`src/rtl/hf_subcarrier_rx_ssp.sv`:
```
// HF subcarrier receiver: edge-pair detector on ADC samples, per-frame mode latch with
// guard frames, and an SSP-style serial interface toward the ARM.
module hf_subcarrier_rx_ssp #(
  parameter int ADC_W        = 8,
  parameter int SC_PERIOD    = 16,
  parameter int FRAME_BITS   = 8,
  parameter int EDGE_THR     = 40,
  parameter int DET_PHASE    = 3,
  parameter int GUARD_FRAMES = 2
) (
  input  logic             ck_1356meg,
  input  logic             rst,
  input  logic [ADC_W-1:0] adc_d,
  input  logic [2:0]       mode_req,
  input  logic             ssp_dout,
  output logic             ssp_clk,
  output logic             ssp_frame,
  output logic             ssp_din,
  output logic             pwr_hi_gate,
  output logic             mod_sig_coil,
  output logic             curbit
);

  localparam int N_CNT = SC_PERIOD * FRAME_BITS;
  localparam int CNT_W = $clog2(N_CNT);
  localparam int SUB_W = $clog2(SC_PERIOD);
  localparam int FW    = ADC_W + 3;

  localparam logic [CNT_W-1:0]     CNT_LAST   = CNT_W'(N_CNT - 1);
  localparam logic [CNT_W-1:0]     FRM_ON     = CNT_W'(SC_PERIOD / 2 - 1);
  localparam logic [CNT_W-1:0]     FRM_OFF    = CNT_W'(SC_PERIOD + SC_PERIOD / 2 - 1);
  localparam logic [SUB_W-1:0]     SUB_DET    = SUB_W'(DET_PHASE);
  localparam logic [SUB_W-1:0]     SUB_HALF   = SUB_W'(SC_PERIOD / 2);
  localparam logic signed [FW-1:0] THR_P      = FW'(EDGE_THR);
  localparam logic signed [FW-1:0] THR_N      = -THR_P;
  localparam logic signed [FW-1:0] S_ZERO     = '0;
  localparam logic [3:0]           GUARD_INIT = 4'(GUARD_FRAMES);

  typedef enum logic [1:0] {M_SNIFF, M_LISTEN, M_MOD} mode_e;
  typedef enum logic {ST_GUARD, ST_RUN} state_e;

  logic [CNT_W-1:0] cnt_q, cnt_d;
  logic [SUB_W-1:0] sub;
  logic             frame_start;

  logic [ADC_W-1:0] h1_q, h2_q, h3_q, h4_q;
  logic signed [FW-1:0] x0, x1, x3, x4, filt;
  logic signed [FW-1:0] fall_max_q, rise_min_q;

  mode_e  mode_q, mode_d, req_mode;
  state_e state_q;
  logic [3:0] guard_q;
  logic enter_guard, run_next;

  logic curbit_q, sendbit_q, din_q, clk_q, frame_q, mod_q, pwr_q;

  assign sub         = cnt_q[SUB_W-1:0];
  assign frame_start = (cnt_q == '0);
  assign cnt_d       = (cnt_q == CNT_LAST) ? '0 : cnt_q + CNT_W'(1);

  // Zero-extend before going signed so the 3*(2^ADC_W-1) swing never overflows.
  assign x0   = $signed({3'b000, adc_d});
  assign x1   = $signed({3'b000, h1_q});
  assign x3   = $signed({3'b000, h3_q});
  assign x4   = $signed({3'b000, h4_q});
  assign filt = ((x4 <<< 1) + x3) - ((x0 <<< 1) + x1);

  always_comb begin
    req_mode = M_SNIFF;
    case (mode_req)
      3'b011:  req_mode = M_LISTEN;
      3'b100:  req_mode = M_MOD;
      default: req_mode = M_SNIFF;
    endcase
  end

  assign mode_d      = frame_start ? req_mode : mode_q;
  assign enter_guard = frame_start && (mode_d == M_LISTEN) && (mode_q != M_LISTEN);
  // Frame-start slot must already see the state this frame will run in.
  assign run_next    = !enter_guard && ((state_q == ST_RUN) || (frame_start && guard_q == '0));

  always_ff @(posedge ck_1356meg) begin
    if (rst) begin
      state_q <= ST_GUARD;
      guard_q <= GUARD_INIT;
    end else begin
      case (state_q)
        ST_GUARD: begin
          if (enter_guard) begin
            guard_q <= GUARD_INIT;
          end else if (frame_start) begin
            if (guard_q != '0) guard_q <= guard_q - 4'd1;
            else               state_q <= ST_RUN;
          end
        end
        default: begin
          if (enter_guard) begin
            state_q <= ST_GUARD;
            guard_q <= GUARD_INIT;
          end
        end
      endcase
    end
  end

  always_ff @(posedge ck_1356meg) begin
    if (rst) begin
      cnt_q      <= '0;
      h1_q       <= '0;
      h2_q       <= '0;
      h3_q       <= '0;
      h4_q       <= '0;
      fall_max_q <= '0;
      rise_min_q <= '0;
      curbit_q   <= 1'b0;
      mode_q     <= M_SNIFF;
      sendbit_q  <= 1'b0;
      din_q      <= 1'b0;
      clk_q      <= 1'b0;
      frame_q    <= 1'b0;
      mod_q      <= 1'b0;
      pwr_q      <= 1'b0;
    end else begin
      cnt_q  <= cnt_d;
      h1_q   <= adc_d;
      h2_q   <= h1_q;
      h3_q   <= h2_q;
      h4_q   <= h3_q;
      mode_q <= mode_d;

      // Decision cycle drops its own filt sample and restarts the window.
      if (sub == SUB_DET) begin
        curbit_q   <= (fall_max_q > THR_P) && (rise_min_q < THR_N);
        fall_max_q <= '0;
        rise_min_q <= '0;
      end else begin
        if ((filt > S_ZERO) && (filt > fall_max_q)) fall_max_q <= filt;
        if ((filt <= S_ZERO) && (filt < rise_min_q)) rise_min_q <= filt;
      end

      if (sub == '0) sendbit_q <= (mode_d == M_LISTEN) && run_next && curbit_q;
      din_q <= sendbit_q;

      if (sub == '0)           clk_q <= 1'b1;
      else if (sub == SUB_HALF) clk_q <= 1'b0;

      if (cnt_q == FRM_ON)       frame_q <= 1'b1;
      else if (cnt_q == FRM_OFF) frame_q <= 1'b0;

      mod_q <= ssp_dout;

      case (mode_q)
        M_LISTEN: pwr_q <= 1'b1;
        M_MOD:    pwr_q <= ~mod_q;
        default:  pwr_q <= 1'b0;
      endcase
    end
  end

  assign curbit       = curbit_q;
  assign ssp_din      = din_q;
  assign ssp_clk      = clk_q;
  assign ssp_frame    = frame_q;
  assign mod_sig_coil = mod_q;
  assign pwr_hi_gate  = pwr_q;

endmodule

```
`config.mk`:
```
export PLATFORM = sky130hd
export DESIGN_NAME = hf_subcarrier_rx_ssp
export DESIGN_NICKNAME = d
export VERILOG_FILES = /design/src/rtl/hf_subcarrier_rx_ssp.sv
export SDC_FILE = /design/constraint.sdc
export NUM_CORES = 1
export LEC_CHECK = 0
export CAP_MARGIN = 15
export CORE_MARGIN = 2
export CORE_UTILIZATION = 50
export CTS_CLUSTER_SIZE = 14
export DETAILED_ROUTE_END_ITERATION = 10
export GPL_TIMING_DRIVEN = 0
export PLACE_DENSITY_LB_ADDON = 0.3
export RECOVER_POWER = 25
export SETUP_SLACK_MARGIN = 0.02
export SYNTH_ARGS = -nofsm -noshare
export SYNTH_HDL_FRONTEND = slang
export SYNTH_SLANG_ARGS = --single-unit
export TNS_END_PERCENT = 50
```
`constraint.sdc`:
```
create_clock -name ck_1356meg -period 6.3 [get_ports ck_1356meg]
set_clock_uncertainty 0.05 [all_clocks]
set_input_delay 1.26 -clock ck_1356meg [delete_from_list [all_inputs] [get_ports ck_1356meg]]
set_output_delay 1.26 -clock ck_1356meg [all_outputs]
set_load 0.02 [all_outputs]
```
* Word-level counts from Yosys, hierarchy flattened
Index checks and enable logic that the tools add are counted.
Operators by class: mux-type cells 17, eq/ne operators 12, add/sub/neg operators 5, reductions and logical operators 22, bitwise logic cells 1, $lt $le $gt $ge 6
Operators with widths (count):
- $add 9x8->10 | 2
- $mux 4 | 5
- $gt 11x1->1 const B | 1
- $gt 11x11->1 | 1
- $gt 11x7->1 const B | 1
- $le 11x1->1 const B | 1
- $lt 11x11->1 | 1
- $lt 11x7->1 const B | 1
- $sub 10x10->11 | 1
- $logic_and 1x1->1 | 9
- $mux 1 | 9
- $logic_not 4->1 | 2
- $reduce_bool 2->1 | 4
- $add 7x1->7 const B | 1
- $eq 7x3->1 const B | 1
- $eq 7x5->1 const B | 1
- $eq 7x7->1 const B | 1
- $logic_not 7->1 | 1
- $eq 2x1->1 const B | 2
- $eq 4x2->1 const B | 1
- $eq 4x4->1 const B | 1
- $ne 2x1->1 const B | 2
- $pmux 2 s2 | 1
- $reduce_bool 4->1 | 1
- 11 further kinds | 12
Word-level totals: input bits 14, register bits 75, output and inout bits 6

* Depth between registers and ports, before layout
Gate-level depths: netlist of the first run.
depth in word-level cells 10, mapped depth 20, gate-level depth less buffers 19

* Worst setup path after synthesis of the first run
No wires, ideal clock.
path kind input-to-reg, from input adc_d[1], to register rise_min_q[10], library setup time 115 ps, arrival time 4915 ps, path slack 1219 ps, cell stages on the path 17, path through fa_1 fa_1 inv_1 ha_1 a21oi_1 o21bai_1 xor2_1 ha_1 a21o_1 a21o_1 a21oi_1 o21ai_1 a21oi_1 a21oi_1 o22ai_1 nand2_4 a31o_1
Between the ends: word-level cells in the longest chain between the ends 4, elaborated cells on any way between the ends 5, classes of those cells 2 x add/sub; 2 x order compare; 1 x reduce/logical
RTL lines:
- start: declaration | RTL line 13 | input logic [ADC_W-1:0] adc_d,
- $add 9x8->10 (*) | RTL line 66 | assign filt = ((x4 <<< 1) + x3) - ((x0 <<< 1) + x1);
- $sub 10x10->11 (*) | RTL line 66
- via filt[4] | RTL line 47 | logic signed [FW-1:0] x0, x1, x3, x4, filt;
- $le 11x1->1 / $lt 11x11->1 (equally long branches) | RTL line 138 | if ((filt <= S_ZERO) && (filt < rise_min_q)) rise_min_q <= filt;
- $logic_and 1x1->1 (*) | RTL line 138
- end signal: assignment | RTL line 138
- end: declaration | RTL line 48 | logic signed [FW-1:0] fall_max_q, rise_min_q;
The timed path passes the listed nets; every way through them passes the cells marked *. A chain may end at the register's enable or synchronous reset.

* Worst setup path after layout of the first run
Ends and elaborated chain as after synthesis.

==> summary.txt, run 1 <==
Outcome
  – Status: finished clean

Synthesis
  – Asr flop ratio synth: 0%
  – Yosys warns: 0
  – Synthesized area: 4079 um^2
  – Ranking of synthesized cells by area: dfxtp_1 (37%), ha_1 (12%), inv_1 (6.5%)
  – Mapped Nets: 516
  – Synth Register Bits: 75
  – Post-synthesis sequential area ratio: 36.81%
  – Post-synth EDFFs: 0
  – Most used flip-flop cell after synthesis: dfxtp_1
  – Syn avg cell area: 9.064 um^2
  – Synth area leader: dfxtp_1
  – Count leader, synth: dfxtp_1
  – Syn Inst Count: 450
  – Yosys top cell area share: 36.81%
  – Commonest cells post-synth: dfxtp_1 (75), inv_1 (71), ha_1 (39), nand2_1 (36), nor2_1 (35)
  – Yosys cell types: 49

Drt
  – Via count: 3075
  – Via/cell ratio: 5.239
  – First DRT Iteration DRCs: 95
  – Detail Route Antenna Nets: 0
  – DRC Markers: 0
  – Total iterations of the first detailed-routing run: 4
  – Wire per inst: 13.21 um
  – Final wirelength: 7755 um

Power
  – PwrDens: 328.8 nW/um^2
  – Leakage: 1.949 nW
  – IR drop worst, VDD: 0.0001486 V
  – Power Total: 1.506 mW

Finish
  – Diodes inserted: 0
  – Number of fill cells: 684
  – # nets final: 546
  – Layout cells sized above 1: 7.216%
  – Seq. cell area: 1501 um^2
  – Area Overhead vs Synth: 12.24%
  – Multi-input gate area: 2261 um^2

Worst hold path
  – Hold depth: 1
  – Hold Path Sink: h3_q[3]$_SDFF_PP0_
  – Min-delay src: h2_q[3]$_SDFF_PP0_
  – HP Class: flip-flop to flip-flop

Clocking
  – Post-CTS Setup Inserts: 0
  – Hold Buf Count CTS: 0
  – H-tree depth: 3
  – Clock tree buffer depth: 2
  – CTS tree: yes
  – Root Driver: clkbuf_8
  – Later-pin clock latency in the skew report: 0.35 ns
  – Clk slew on worst S/H paths: 0.08 ns
  – Clk sinks: 75
  – Resize count post-CTS: 0
  – CTS buffer count: 9

STA
  – Rel. slew slack: 47.39%
  – Min Clock Period, post-route: 5.757 ns
  – Fmax: 173.7 MHz
  – Unrepaired setup endpoints after global routing: false
  – Final setup violation count: 0
  – Fin crit share: 91.38%
  – Worst-Margin Slew: 0.7835 ns
  – Hold Fails Final Rpt: 0
  – Slew Limit Fails: 0
  – Setup_tns: 0 ns

Floorplanning
  – Initial cell density of the core: 52.24%
  – Die Wd: 94.32 um
  – Std-Cell Rows: 32
  – Die area: 8896 um^2
  – Die Y: 94.32 um
  – Core region area: 7807 um^2
  – # IOs: 20

Critical path
  – Req. time, crit path: 6.50 ns
  – Startpoint types: primary input
  – CP Max Fanout: 10
  – CP endpoint kind: flip-flop
  – Critical path class: primary input to flip-flop
  – Reg2Reg Setup Slack: 1.58 ns
  – Worst path arrival time: 5.95 ns
  – Cells on worst reg2reg path: 18
  – Reg2Reg Capture Point: rise_min_q[10]$_SDFFE_PP0P_
  – Worst r2r src: h3_q[2]$_SDFF_PP0_

Global route
  – Grt ovf: 0
  – Global-route wire length before repair: 13360 um
  – Largest net degree at the start of global routing: 16
  – Number of global-route vias before repair: 3040
  – Overall global routing resource usage: 19.04%
  – Antenna violations before repair: 0

Place
  – Port buffer count: 19
  – Final HPWL DP: 5869 um
  – GPL Wtd Cong: 0.8512

Job
  – Maxcap violations: 0
cell usage in the layout, fill, tap and decap left out, types with 10 or more instances in the layout:
cell / count
dfxtp_1: 75
inv_1: 71
ha_1: 39
nand2_1: 36
nor2_1: 35
nor2b_1: 28
clkdlybuf4s50_1: 17
a21oi_1: 16
nand3_1: 16
fa_1: 13
xnor2_1: 12
a21o_1: 10
cell families after synthesis:
kind of cell / synth area share, %
simple gates: 17.18
mux: 2.761
buf+inv: 7.761
compound gates: 13.16
fa+ha+maj: 18.34
xor+xnor: 3.988
flops: 36.81
power by group:
group	internal, mW	switching, mW
logic	0.253	0.344
clock network	0.149	0.196
registers	0.528	0.0357
sequential cells by signal (all words and copies together), names as in the netlist:
register	cells
sendbit_q	1
guard_q	4
pwr_hi_gate	1
ssp_frame	1
mod_sig_coil	1
h2_q	8
h1_q	8
curbit	1
h4_q	8
state_q	1
mode_q	2
cnt_q	7
fall_max_q	11
h3_q	8
rise_min_q	11
ssp_clk	1
ssp_din	1
metrics by stage:
step,hold slack (ns),util [%],instance area (um^2),cells,setup slack [ns]
after floorplan,0.3638,-,4079,450,1.219
after global placement,0.3688,56.31,4397,571,0.2313
after detailed placement,0.3751,56.31,4397,571,0.1893
after CTS,0.3958,58.64,4578,587,0.5654
after global routing,0.4069,58.64,4578,587,0.2558
final,0.3926,58.64,4578,587,0.5427
worst max-delay path, cell delays in order:
cell,delay [ns]
clkdlybuf4s50_1,0.44
fa_1,0.51
fa_1,0.52
inv_1,0.04
ha_1,0.33
a21oi_1,0.24
o21bai_1,0.10
xor2_1,0.46
ha_1,0.35
a21o_1,0.16
a21o_1,0.16
a21oi_1,0.12
o21ai_1,0.10
a21oi_1,0.15
a21oi_1,0.08
o22ai_1,0.44
nand2_4,0.22
a31o_1,0.26
worst max path at each step:
stage	startpoint	endpoint	slack, ns
global placement	adc_d[1]	rise_min_q[10]$_SDFFE_PP0P_	0.23
floorplan	adc_d[1]	rise_min_q[10]$_SDFFE_PP0P_	1.22
CTS	adc_d[1]	rise_min_q[10]$_SDFFE_PP0P_	0.57
finish	adc_d[1]	rise_min_q[10]$_SDFFE_PP0P_	0.54
global route	adc_d[1]	fall_max_q[5]$_SDFFE_PP0P_	0.26
detailed placement	adc_d[1]	rise_min_q[10]$_SDFFE_PP0P_	0.19
final cells by class:
class	instances	share of cell area, %
clock inverter	7	1.257
inverter	71	5.821
clock buffer	9	2.706
buffer	11	1.093
sequential	75	32.80
timing repair buffer	19	4.154
tap	102	2.788
multi-input combinational	293	49.39
routing by layer:
layer	vias up	GRT usage, %	share of wire, %
met5	-	0	0
met4	0	6.643	1.2
met3	9	3.612	2.9
met2	41	33.99	50
met1	1474	22.84	46
li1	1551	-	-
Note: power is estimated with default switching activity, not from simulation.
==> run 2: changes to the inputs <==
Settings changed: PLACE_DENSITY set to 0.68, PLACE_DENSITY_LB_ADDON 0.3 to not set.
==> summary.txt, run 2 (synthesized netlist as in run 1, its figures left out) <==
STA
  – Min Clock Period, post-route: 5.775 ns (+0.01793 ns)
  – Slew Limit Fails: 0 (unchanged)
  – Rel. slew slack: 49.65% (+2.3 points)
  – Fmax: 173.2 MHz (-0.31%)
  – Final setup violation count: 0 (unchanged)
  – Unrepaired setup endpoints after global routing: false
  – Fin crit share: 91.67% (+0.28 points)
  – Setup_tns: 0 ns (unchanged)
  – Hold Fails Final Rpt: 0 (unchanged)
  – Worst-Margin Slew: 0.7499 ns (-0.03362 ns)
  – Hold WS: 0.3938 ns (+0.001178 ns)

Critical path
  – Critical-path cell list: clkdlybuf4s50_1 -> fa_1 -> fa_1 -> inv_1 -> ha_1 -> a21oi_1 -> o21bai_1 -> xor2_1 -> ha_1 -> a21o_1 -> a21o_1 -> a21oi_1 -> o21ai_1 -> a21oi_1 -> a21oi_1 -> o22ai_1 -> nand2_4 -> a31o_1
  – Worst path arrival time: 5.97 ns (+0.02 ns)
  – CP max stage delay: 0.52 ns (about the same)
  – Cells on worst reg2reg path: 18 (unchanged)
  – Worst r2r src: h3_q[2]$_SDFF_PP0_
  – CP most frequent cell: a21oi_1
  – CP Max Fanout: 10 (unchanged)
  – Slowest stage cell on the critical path: fa_1
  – Crit path buffers/inverters: 2 (unchanged)
  – Delay-heaviest family, CP: compound AO/OA/AOI/OAI gates
  – Startpoint types: primary input
  – CP endpoint kind: flip-flop
  – Critical path class: primary input to flip-flop
  – Req. time, crit path: 6.50 ns (about the same)
  – Reg2Reg Capture Point: rise_min_q[10]$_SDFFE_PP0P_
  – Reg2Reg Setup Slack: 1.56 ns (-0.02 ns)

Floorplanning
  – Core region area: 7807 um^2 (unchanged)
  – Initial cell density of the core: 52.24% (unchanged)
  – Die area: 8896 um^2 (unchanged)
  – # IOs: 20 (unchanged)
  – Die Y: 94.32 um (unchanged)
  – Std-Cell Rows: 32 (unchanged)
  – Die Wd: 94.32 um (unchanged)

Drt
  – Met3 routed WL: 255 um (+13%)
  – WL met2: 3517 um (-9.0%)
  – Detail Route Antenna Nets: 0 (unchanged)
  – Met1 WL: 3677 um (+3.0%)
  – Wire per inst: 12.92 um (-2.2%)
  – First DRT Iteration DRCs: 92 (-3.2%)
  – DRC Markers: 0 (unchanged)
  – Top Metal Used: met4
  – Final wirelength: 7583 um (-2.2%)
  – Via/cell ratio: 5.155 (-1.6%)
  – Total iterations of the first detailed-routing run: 5 (+1)
  – Via count: 3026 (-1.6%)

Place
  – Final HPWL DP: 5654 um (-3.7%)
  – # placed instances: 571 (unchanged)
  – Placed Area: 4397 um^2 (unchanged)
  – GPL Wtd Cong: 0.8109 (-4.7%)
  – Port buffer count: 19 (unchanged)

Job
  – Maxcap violations: 0 (unchanged)

Clocking
  – Later-pin clock latency in the skew report: 0.35 ns (about the same)
  – Hold Buf Count CTS: 0 (unchanged)
  – Clk slew on worst S/H paths: 0.08 ns (about the same)
  – Clk sinks: 75 (unchanged)
  – CTS tree: yes
  – CTS buffer count: 9 (unchanged)
  – Root Driver: clkbuf_8
  – Clock tree buffer depth: 2 (unchanged)
  – H-tree depth: 3 (unchanged)
  – Post-CTS Setup Inserts: 0 (unchanged)
  – Resize count post-CTS: 0 (unchanged)

Global route
  – Overall global routing resource usage: 19.43% (+0.39 points)
  – Number of global-route vias before repair: 3026 (-0.46%)
  – Grt ovf: 0 (unchanged)
  – Antenna violations before repair: 0 (unchanged)
  – Largest net degree at the start of global routing: 16 (unchanged)
  – Global-route wire length before repair: 13680 um (+2.4%)

Worst hold path
  – Hold Path Sink: h3_q[6]$_SDFF_PP0_
  – Min-delay src: h2_q[6]$_SDFF_PP0_
  – Hold depth: 1 (unchanged)
  – HP Class: flip-flop to flip-flop

Power
  – IR drop worst, VDD: 0.0001641 V (+10%)
  – Leakage: 1.956 nW (+0.35%)
  – PwrDens: 329.1 nW/um^2 (about the same)
  – Power Total: 1.507 mW (about the same)

Finish
  – Number of fill cells: 737 (+7.7%)
  – Commonest non-fill, non-tap cell in the layout: dfxtp_1
  – Post-route cell area: 4579 um^2 (about the same)
  – Area Overhead vs Synth: 12.27% (about the same)
  – Seq. cell area: 1501 um^2 (unchanged)
  – Most frequent cells in the layout: dfxtp_1 (75), inv_1 (71), ha_1 (39)
  – Multi-input gate area: 2261 um^2 (unchanged)
  – Top Registers: fall_max_q: 11 flops, rise_min_q: 11 flops
  – Diodes inserted: 0 (unchanged)
  – Layout cells sized above 1: 7.216% (unchanged)
  – Layout Cells excl Fill: 587 (unchanged)
  – # nets final: 546 (unchanged)

Outcome
  – Status: finished clean
run 2: cell types whose count changed in the layout (fill, tap and decap cells not counted), sizes merged:
cell      previous run  this run
clkinv               1         3
clkinvlp             2         1
inv                 75        74
run 2: per-layer routing:
layer / vias up / track usage (%)
met1: 1419 / 25.43
met4: 0 / 5.676
met5: - / 0
li1: 1555 / -
met3: 12 / 4.254
met2: 40 / 32.32
run 2: worst max-delay path by stage:
stage | from | endpoint | cells after the start
2_1_floorplan | adc_d[1] | rise_min_q[10]$_SDFFE_PP0P_ | 17
3_3_place_gp | adc_d[1] | rise_min_q[10]$_SDFFE_PP0P_ | 18
3_5_place_dp | adc_d[1] | rise_min_q[10]$_SDFFE_PP0P_ | 18
4_1_cts | adc_d[1] | rise_min_q[10]$_SDFFE_PP0P_ | 18
5_1_grt | adc_d[1] | fall_max_q[3]$_SDFFE_PP0P_ | 18
6_report | adc_d[1] | rise_min_q[10]$_SDFFE_PP0P_ | 18
run 2: final cells by class:
type	count	area share, %
flip-flops and latches	75	32.79
well taps	102	2.787
multi-input cells	293	49.37
plain buffers	11	1.093
clock inverters	7	1.284
inverters	71	5.820
clock buffers	9	2.705
repair buffers	19	4.153
run 2: worst reg2reg max path: stages, from the launching register on:
cell	delay, ns
dfxtp_1	0.33
inv_1	0.06
fa_1	0.46
fa_1	0.52
inv_1	0.04
ha_1	0.33
a21oi_1	0.24
o21bai_1	0.11
xor2_1	0.45
ha_1	0.35
a21o_1	0.16
a21o_1	0.16
a21oi_1	0.13
o21ai_1	0.09
a21oi_1	0.14
a21oi_1	0.08
o22ai_1	0.43
nand2_4	0.22
a31o_1	0.27
run 2: per-stage QoR:
step / utilization, % / setup WS, ns
after floorplan: - / 1.219
after global placement: 56.31 / 0.2030
after detailed placement: 56.31 / 0.2119
after CTS: 58.65 / 0.5520
after global routing: 58.65 / 0.2134
final: 58.65 / 0.5248
run 2: power breakdown:
group          internal (mW)  switching (mW)  leakage (nW)
combinational          0.253           0.344          1.25
clock                  0.149           0.199        0.0921
sequential             0.528          0.0343         0.613
==> run 3: changes to the inputs <==
Settings changed: CTS_CLUSTER_SIZE 14 to not set, TNS_END_PERCENT 50 to not set.
==> results of run 3 <==
Same layout as run 2: the final DEF is identical, and so are final timing and power.
